--- src/rtl/jtpang_eeprom93.sv ---
// 93C46-compatible x16 serial EEPROM responder with an NVRAM dump port and a save-request flag.
// Words are kept inverted so a zero-initialised RAM reads back as erased (all 1s).
module jtpang_eeprom93 #(
  parameter int unsigned DW       = 16,
  parameter int unsigned AW       = 6,
  parameter int unsigned BUSY_CNT = 4096
) (
  input  logic          clk,
  input  logic          rst,
  input  logic          scs,
  input  logic          sclk,
  input  logic          sdi,
  output logic          sdo,
  input  logic [AW-1:0] dump_addr,
  input  logic          dump_we,
  input  logic [DW-1:0] dump_din,
  output logic [DW-1:0] dump_dout,
  output logic          dirty,
  input  logic          dirty_clr
);

  localparam int unsigned DEPTH    = 1 << AW;
  localparam int unsigned BUSY_LEN = (BUSY_CNT < DEPTH) ? DEPTH : BUSY_CNT;
  localparam int unsigned CNTW     = $clog2(BUSY_LEN + 1);
  localparam int unsigned BCW      = $clog2(((DW > AW) ? DW : AW) + 1);
  localparam int unsigned IW       = $clog2(DW);

  localparam logic [2:0] ST_IDLE = 3'd0;
  localparam logic [2:0] ST_OPC  = 3'd1;
  localparam logic [2:0] ST_ADDR = 3'd2;
  localparam logic [2:0] ST_RD   = 3'd3;
  localparam logic [2:0] ST_WR   = 3'd4;
  localparam logic [2:0] ST_HOLD = 3'd5;

  logic [DW-1:0]   mem_q [DEPTH];

  logic [2:0]      state_q,     state_d;
  logic            sclk_l_q,    sclk_l_d;
  logic [BCW-1:0]  bit_cnt_q,   bit_cnt_d;
  logic [IW-1:0]   rd_idx_q,    rd_idx_d;
  logic [1:0]      opc_q,       opc_d;
  logic [AW-1:0]   addr_q,      addr_d;
  logic [DW-1:0]   data_q,      data_d;
  logic            armed_q,     armed_d;
  logic            all_q,       all_d;
  logic            wen_q,       wen_d;
  logic            sdo_q,       sdo_d;
  logic [CNTW-1:0] busy_cnt_q,  busy_cnt_d;
  logic            wr_pend_q,   wr_pend_d;
  logic            wr_all_q,    wr_all_d;
  logic [AW-1:0]   wr_addr_q,   wr_addr_d;
  logic [DW-1:0]   wr_data_q,   wr_data_d;
  logic            dirty_q,     dirty_d;
  logic [DW-1:0]   dump_dout_q, dump_dout_d;

  logic            rise_c;
  logic            busy_c;
  logic            commit_c;
  logic            wr_done_c;
  logic [AW-1:0]   a_full_c;
  logic [DW-1:0]   rd_word_c;
  logic            mem_we_c;
  logic [AW-1:0]   mem_waddr_c;
  logic [DW-1:0]   mem_wdata_c;

  assign sdo       = sdo_q;
  assign dirty     = dirty_q;
  assign dump_dout = dump_dout_q;

  // Shared decode terms; the dump port always wins the single write port
  always_comb begin
    rise_c      = sclk & ~sclk_l_q;
    busy_c      = (busy_cnt_q != '0) | wr_pend_q;
    commit_c    = ~scs & (state_q == ST_HOLD) & armed_q & wen_q;
    wr_done_c   = wr_pend_q & ~dump_we & (~wr_all_q | (wr_addr_q == AW'(DEPTH - 1)));
    a_full_c    = {addr_q[AW-2:0], sdi};
    rd_word_c   = ~mem_q[addr_q];
    mem_we_c    = dump_we | wr_pend_q;
    mem_waddr_c = dump_we ? dump_addr : wr_addr_q;
    mem_wdata_c = dump_we ? dump_din  : wr_data_q;
  end

  // Next-state: serial command FSM, programming engine and status
  always_comb begin
    state_d     = state_q;
    sclk_l_d    = sclk;
    bit_cnt_d   = bit_cnt_q;
    rd_idx_d    = rd_idx_q;
    opc_d       = opc_q;
    addr_d      = addr_q;
    data_d      = data_q;
    armed_d     = armed_q;
    all_d       = all_q;
    wen_d       = wen_q;
    sdo_d       = sdo_q;
    busy_cnt_d  = busy_cnt_q;
    wr_pend_d   = wr_pend_q;
    wr_all_d    = wr_all_q;
    wr_addr_d   = wr_addr_q;
    wr_data_d   = wr_data_q;
    dirty_d     = dirty_q;
    dump_dout_d = ~mem_q[dump_addr];

    if (busy_cnt_q != '0) begin
      busy_cnt_d = busy_cnt_q - 1'b1;
    end

    // ERAL/WRAL walk one address per clk; a dump write stalls the walk
    if (wr_pend_q && !dump_we) begin
      if (wr_done_c) begin
        wr_pend_d = 1'b0;
      end else begin
        wr_addr_d = wr_addr_q + 1'b1;
      end
    end

    if (dirty_clr) begin
      dirty_d = 1'b0;
    end
    if (wr_done_c) begin
      dirty_d = 1'b1;
    end

    if (commit_c) begin
      busy_cnt_d = CNTW'(BUSY_LEN);
      wr_pend_d  = 1'b1;
      wr_all_d   = all_q;
      wr_addr_d  = all_q ? '0 : addr_q;
      wr_data_d  = data_q;
    end

    if (!scs) begin
      state_d   = ST_IDLE;
      bit_cnt_d = '0;
      armed_d   = 1'b0;
      sdo_d     = 1'b1;
    end else begin
      case (state_q)
        ST_IDLE: begin
          sdo_d = ~busy_c;
          if (rise_c && sdi && !busy_c) begin
            state_d   = ST_OPC;
            bit_cnt_d = '0;
            armed_d   = 1'b0;
          end
        end
        ST_OPC: begin
          sdo_d = 1'b1;
          if (rise_c) begin
            opc_d = {opc_q[0], sdi};
            if (bit_cnt_q == BCW'(1)) begin
              state_d   = ST_ADDR;
              bit_cnt_d = '0;
            end else begin
              bit_cnt_d = bit_cnt_q + 1'b1;
            end
          end
        end
        ST_ADDR: begin
          sdo_d = 1'b1;
          if (rise_c) begin
            addr_d = a_full_c;
            if (bit_cnt_q == BCW'(AW - 1)) begin
              bit_cnt_d = '0;
              case (opc_q)
                2'b10: begin
                  state_d  = ST_RD;
                  rd_idx_d = IW'(DW - 1);
                  sdo_d    = 1'b0;
                end
                2'b01: begin
                  state_d = ST_WR;
                  all_d   = 1'b0;
                end
                2'b11: begin
                  state_d = ST_HOLD;
                  armed_d = 1'b1;
                  all_d   = 1'b0;
                  data_d  = '1;
                end
                default: begin
                  // Extended opcodes live in the two address MSBs
                  case (a_full_c[AW-1 -: 2])
                    2'b11: begin
                      wen_d   = 1'b1;
                      state_d = ST_HOLD;
                    end
                    2'b00: begin
                      wen_d   = 1'b0;
                      state_d = ST_HOLD;
                    end
                    2'b10: begin
                      state_d = ST_HOLD;
                      armed_d = 1'b1;
                      all_d   = 1'b1;
                      data_d  = '1;
                    end
                    default: begin
                      state_d = ST_WR;
                      all_d   = 1'b1;
                    end
                  endcase
                end
              endcase
            end else begin
              bit_cnt_d = bit_cnt_q + 1'b1;
            end
          end
        end
        ST_RD: begin
          if (rise_c) begin
            sdo_d = rd_word_c[rd_idx_q];
            if (rd_idx_q == '0) begin
              addr_d   = addr_q + 1'b1;
              rd_idx_d = IW'(DW - 1);
            end else begin
              rd_idx_d = rd_idx_q - 1'b1;
            end
          end
        end
        ST_WR: begin
          sdo_d = 1'b1;
          if (rise_c) begin
            data_d = {data_q[DW-2:0], sdi};
            if (bit_cnt_q == BCW'(DW - 1)) begin
              state_d = ST_HOLD;
              armed_d = 1'b1;
            end else begin
              bit_cnt_d = bit_cnt_q + 1'b1;
            end
          end
        end
        ST_HOLD: begin
          sdo_d = 1'b1;
        end
        default: begin
          state_d = ST_IDLE;
        end
      endcase
    end
  end

  // Storage array: not touched by reset
  always_ff @(posedge clk) begin
    if (mem_we_c) begin
      mem_q[mem_waddr_c] <= ~mem_wdata_c;
    end
  end

  always_ff @(posedge clk or posedge rst) begin
    if (rst) begin
      state_q     <= ST_IDLE;
      sclk_l_q    <= 1'b0;
      bit_cnt_q   <= '0;
      rd_idx_q    <= '0;
      opc_q       <= '0;
      addr_q      <= '0;
      data_q      <= '0;
      armed_q     <= 1'b0;
      all_q       <= 1'b0;
      wen_q       <= 1'b0;
      sdo_q       <= 1'b1;
      busy_cnt_q  <= '0;
      wr_pend_q   <= 1'b0;
      wr_all_q    <= 1'b0;
      wr_addr_q   <= '0;
      wr_data_q   <= '0;
      dirty_q     <= 1'b0;
      dump_dout_q <= '0;
    end else begin
      state_q     <= state_d;
      sclk_l_q    <= sclk_l_d;
      bit_cnt_q   <= bit_cnt_d;
      rd_idx_q    <= rd_idx_d;
      opc_q       <= opc_d;
      addr_q      <= addr_d;
      data_q      <= data_d;
      armed_q     <= armed_d;
      all_q       <= all_d;
      wen_q       <= wen_d;
      sdo_q       <= sdo_d;
      busy_cnt_q  <= busy_cnt_d;
      wr_pend_q   <= wr_pend_d;
      wr_all_q    <= wr_all_d;
      wr_addr_q   <= wr_addr_d;
      wr_data_q   <= wr_data_d;
      dirty_q     <= dirty_d;
      dump_dout_q <= dump_dout_d;
    end
  end

endmodule

--- config.mk ---
export PLATFORM = sky130hd
export DESIGN_NAME = jtpang_eeprom93
export DESIGN_NICKNAME = d
export VERILOG_FILES = /design/src/rtl/jtpang_eeprom93.sv
export SDC_FILE = /design/constraint.sdc
export NUM_CORES = 2
export LEC_CHECK = 0
export CAP_MARGIN = 30
export CORE_ASPECT_RATIO = 1.1
export CORE_MARGIN = 3
export CORE_UTILIZATION = 45
export CTS_CLUSTER_SIZE = 14
export DETAILED_ROUTE_END_ITERATION = 8
export PLACE_DENSITY = 0.68
export SETUP_SLACK_MARGIN = 0.2
export SLEW_MARGIN = 10
export SYNTH_ARGS = -nofsm -noshare
export SYNTH_HDL_FRONTEND = slang
export SYNTH_SLANG_ARGS = --single-unit
--- constraint.sdc ---
create_clock -name clk -period 4 [get_ports clk]
set_input_delay 0.6 -clock clk [delete_from_list [all_inputs] [get_ports clk]]
set_output_delay 0.6 -clock clk [all_outputs]
set_load 0.01 [all_outputs]
---- After elaboration in Yosys (flattened, before gate mapping) ----
Memory sizes are Yosys's and may differ from the RTL's.
Index checks and enable logic that the tools add are counted.
word-level totals
  bits in registers ....................... 95
  memories ................................ 1
  logic and storage cells ................. 189
  input port bits ......................... 29
  output and inout bits ................... 18
  memory bits (writable) .................. 1024
cells by class
  reduce and logical (&&, ||, !) cells .... 35
  equality and inequality tests ........... 39
  order comparisons ....................... 1
  add/sub/neg operators ................... 5
  bitwise gates (word level) .............. 19
  mux-type cells .......................... 71
memory list
  memory  depth  bits a word  rd ports  clocked after memory_dff  write ports  line  RTL
  mem_q   64     16           2         0                         1            35    logic [DW-1:0] mem_q [DEPTH];
operator list
  kind                     number
  $mux W16                 5
  $pmux W16 S2             2
  $mux W6                  8
  $not A16 Y16             3
  $mux W5                  8
  $ne A3 B3 Y1 const B     10
  $mux W13                 2
  $mux W3                  8
  $reduce_and A6 Y1        4
  $mux W1                  22
  $mux W4                  5
  $pmux W5 S4              1
  $ne A2 B2 Y1 const B     9
  $reduce_and A8 Y1        2
  $pmux W3 S5              1
  $reduce_bool A2 Y1       7
  $reduce_bool A13 Y1      1
  $sub A13 B1 Y13 const B  1
  $add A6 B1 Y6 const B    2
  $pmux W6 S2              1
  $pmux W3 S3              1
  $reduce_or A3 Y1         3
  $eq A2 B2 Y1 const B     4
  $pmux W4 S2              1
  34 further kinds         59

---- Longest topological paths before layout ----
  word-level depth ........................ 8
  depth in mapped cells ................... 14

---- Worst setup path before layout ----
OpenSTA, ideal clock, no wires.
  kind .................................... input -> register
  from .................................... input port dump_we
  to ...................................... memory mem_q[0][10], data pin
  data required time ...................... 3437 ps
  arrival ................................. 3725 ps
  stages .................................. 4
  setup slack ............................. -288 ps
  buffers on the path ..................... 3
  library setup time ...................... 563 ps
  cell sequence ........................... clkbuf_1 buf_1 buf_1 mux2i_1
between the ends
  longest elaborated chain between the ends .. 2
RTL lines
  element          line  RTL
  start, declared  15    input logic dump_we,
  $mux W16         80    mem_wdata_c = dump_we ? dump_din : wr_data_q;
  $not A16 Y16     246   mem_q[mem_waddr_c] <= ~mem_wdata_c;
  end, declared    35
Every way passes these cells.

---- Worst setup path after layout ----
  from .................................... register addr_q[1]
  to ...................................... register sdo_q (netlist: sdo)
between the ends
  longest elaborated chain between the ends .. 7
RTL lines
  element                        line  RTL
  start, declared                42    logic [AW-1:0] addr_q, addr_d;
  start signal, assigned         276   addr_q <= addr_d;
  $mem_v2 Z64 W16                n/a
  $not A16 Y16                   77    rd_word_c = ~mem_q[addr_q];
  $bmux W1 S4                    212   sdo_d = rd_word_c[rd_idx_q];
  $mux W1 (not written as such)  212
  $mux W1                        211   if (rise_c) begin
  $pmux W1 S4                    138   case (state_q)
  $mux W1                        132   if (!scs) begin
  end signal, assigned           281   sdo_q <= sdo_d;
  end, declared                  47    logic sdo_q, sdo_d;
Every way passes these cells. The select of a mux whose other input is x is not followed.
A chain may end at the register's enable or synchronous reset.

==> run metrics <==
Final Cycle Share 91.0%; number of top-level pins 47; clock root cell clkbuf_16; drt first pass iters 6; I/O Buffers 46; final setup skew 34.2 ps; vias per cell 6.83; # rows 130; vias in the first global route 31949; # hold bufs at CTS 0; CTS tree yes; Setup crit start kind flip-flop; core footprint 115000 sq um; pins over their slew limit 0; EDFF count, synth 1024; Post-Syn Instances 2817; ys async rst share 8.49%; Netlist cell types 74; Fillers 8763; Syn-to-layout area delta 14.3%; Final setup viols 0; leakage 19.9 nW; Least-Margin Pin Slew 1010 ps; Crit Path Max Fanout 25; largest net degree at the start of global routing 85; Die ar. 121000 sq um; Wirelength per Cell 35.2 um; CP required 4640 ps; worst rel slew slack 32.3%; Die Ht 364 um; GRT Total Usage 26.8%; worst reg2reg endpoint sdo$_DFFE_PP1P_; peak supply drop 0.000386 V; R2R Setup Slk 360 ps; share of layout cells above drive strength 1 33.0%; maxcap violations 0; Starting DRT DRC Count 4479; DR vias 31424; reg2reg start addr_q[1]$_DFFE_PP0P_; Die X 331 um; RSZ-0062 raised after global routing no; dpl hpwl 102000 um; Peak Freq 0.275 GHz; Yosys reg bits 1119; CP Capture Type flip-flop; Congestion Overflow GR 0; Net Count, Synth 2863; wirelength, routed 162000 um; htree depth 3; Setup TNS 0 ps; Initial Util 45.6%; placer's final routability congestion estimate 0.930; CTS Buffer Depth 3; Final Hold Viols 0; total power 0.0336 W; first-pass GRT wire length 233000 um; CTS buffer count 111; Final nets 3037; outcome completed; Synth Flop Type edfxtp_1; Post-Synthesis Cell Area 52400 sq um; DR DRC count 0; average size of a mapped cell 18.6 sq um; clock sinks 1119; min-delay worst type in2async; Yosys Warn Count 0; Reg2Reg Depth 10; initial antenna violation count 8; Worst Setup Path Type reg2reg; Clock Pin Slew Worst Setup and Hold Paths 70 ps; register area share after synthesis 63.2%; antenna-violating nets left 0; WP data arrival 4280 ps; minimum clock period 3640 ps; clk_lat worst skew 700 ps; pwr/cell area 561 nW/um^2
[synth_stat cells (23+ instances only)]
cell type / n / area, sq um
a211oi_1: 26 / 195
a21oi_1: 48 / 240
a221oi_1: 36 / 315
buf_1: 28 / 105
buf_2: 39 / 195
buf_6: 26 / 293
clkbuf_1: 111 / 417
dfrtp_1: 94 / 2350
edfxtp_1: 1024 / 30700
inv_1: 35 / 131
mux2_2: 28 / 315
mux2i_1: 212 / 2120
mux4_2: 490 / 11000
nand2_1: 84 / 315
nand3_1: 23 / 115
nor2_1: 132 / 495
o21ai_0: 78 / 390
o221ai_1: 23 / 201
o22ai_1: 39 / 244
[final cells by class]
cell class	count	area, sq um	area share (%)
inverter	36	138	0.230
sequential	1119	33100	55.3
antenna	2	5.00	0.00835
timing repair buffer	278	2690	4.48
clock buffer	135	3020	5.05
clock inverter	67	607	1.01
tap	1518	1900	3.17
multi-input combinational	1445	18400	30.7
[worst max-delay path by stage]
stage	from	end	slack (ps)	cells past startpoint
after floorplan	dump_we	mem_q[0][10]$_DFFE_PP_	-290	4
after global placement	addr_q[1]$_DFFE_PP0P_	sdo$_DFFE_PP1P_	220	8
after detailed placement	addr_q[0]$_DFFE_PP0P_	sdo$_DFFE_PP1P_	410	10
after CTS	addr_q[0]$_DFFE_PP0P_	sdo$_DFFE_PP1P_	360	10
after global routing	addr_q[0]$_DFFE_PP0P_	sdo$_DFFE_PP1P_	300	11
final	addr_q[1]$_DFFE_PP0P_	sdo$_DFFE_PP1P_	360	10
[worst max-delay path: stages, from the launching register on]
cell and delay, ps:
dfrtp_4 750, buf_4 490, mux4_2 400, mux2i_1 190, nor2_1 60, a2111oi_0 550, buf_4 210, a211o_1 180
o311ai_0 280, o2111a_1 280, a21oi_2 170
[metal layers]
metal,share of wire (%),GRT usage [%],vias up
met5,0.010,0,-
met2,47,41.5,2264
met1,35,34.9,16454
li1,-,-,12280
met3,13,7.16,424
met4,5.7,14.1,2
[what timing repair did]
action | CTS | global route
hold endpoints to repair | 0 | 0
buffers inserted | 0 | 1
endpoints found under the setup margin | 0 | 1
resized for setup | 0 | 0
[layout by cell type (no fill, tap or decap), types with 9 or more instances in the layout]
master / netlist / layout
mux4_2: 490 / 490
a221oi_1: 36 / 36
clkdlybuf4s50_1: 0 / 40
ha_1: 17 / 17
clkbuf_1: 111 / 13
inv_1: 35 / 34
edfxtp_1: 1024 / 1024
clkinv_1: 1 / 32
xnor2_1: 9 / 9
a2111oi_0: 12 / 12
nand3_1: 23 / 23
buf_4: 11 / 193
o221ai_1: 23 / 23
mux2_2: 28 / 28
a21oi_1: 48 / 48
nand2_1: 84 / 84
nor2_1: 132 / 67
clkbuf_16: 0 / 115
buf_12: 1 / 33
o211ai_1: 9 / 9
nor2_2: 0 / 65
mux2i_1: 212 / 196
o22ai_1: 39 / 39
nor3_1: 11 / 11
mux4_1: 14 / 14
mux2i_4: 0 / 16
dfrtp_1: 94 / 89
nand2b_1: 12 / 12
o21ai_0: 78 / 78
a211oi_1: 26 / 26
bufinv_16: 0 / 10
clkinv_2: 0 / 14
[kinds of logic after synthesis]
logic type      Yosys count  share of synthesized area (%)
simple gates            326                           2.85
compound gates          345                           4.53
flops                  1119                           63.2
fa+ha+maj                17                          0.406
mux                     744                           26.4
buf+inv                 253                           2.41
xor+xnor                 13                          0.217
[power by group]
part           leakage [nW]  internal [W]  switching [W]
Sequential             10.9        0.0130       0.000566
Clock                  1.76       0.00599        0.00444
Combinational          7.23       0.00399        0.00560
Total                  19.9        0.0230         0.0106
[through the flow]
step,instances,hold slack (ps),worst slack [ps],utilization (%),instance area (sq um)
floorplan,2817,444,-288,-,52400
detailed placement,4392,468,407,48.9,56200
global route,4598,225,300,52.1,59900
finish,4600,223,359,52.1,59900
global placement,4389,458,220,48.8,56200
CTS,4594,426,365,52.0,59800
[sequential cells by signal, summed over array words and instances (netlist names), 3 cells and up]
name        flops
wr_addr_q       6
addr_q          6
state_q         3
mem_q        1024
data_q         16
dump_dout      16
bit_cnt_q       5
wr_data_q      16
busy_cnt_q     13
rd_idx_q        4
Note: power is estimated with default switching activity, not from simulation.
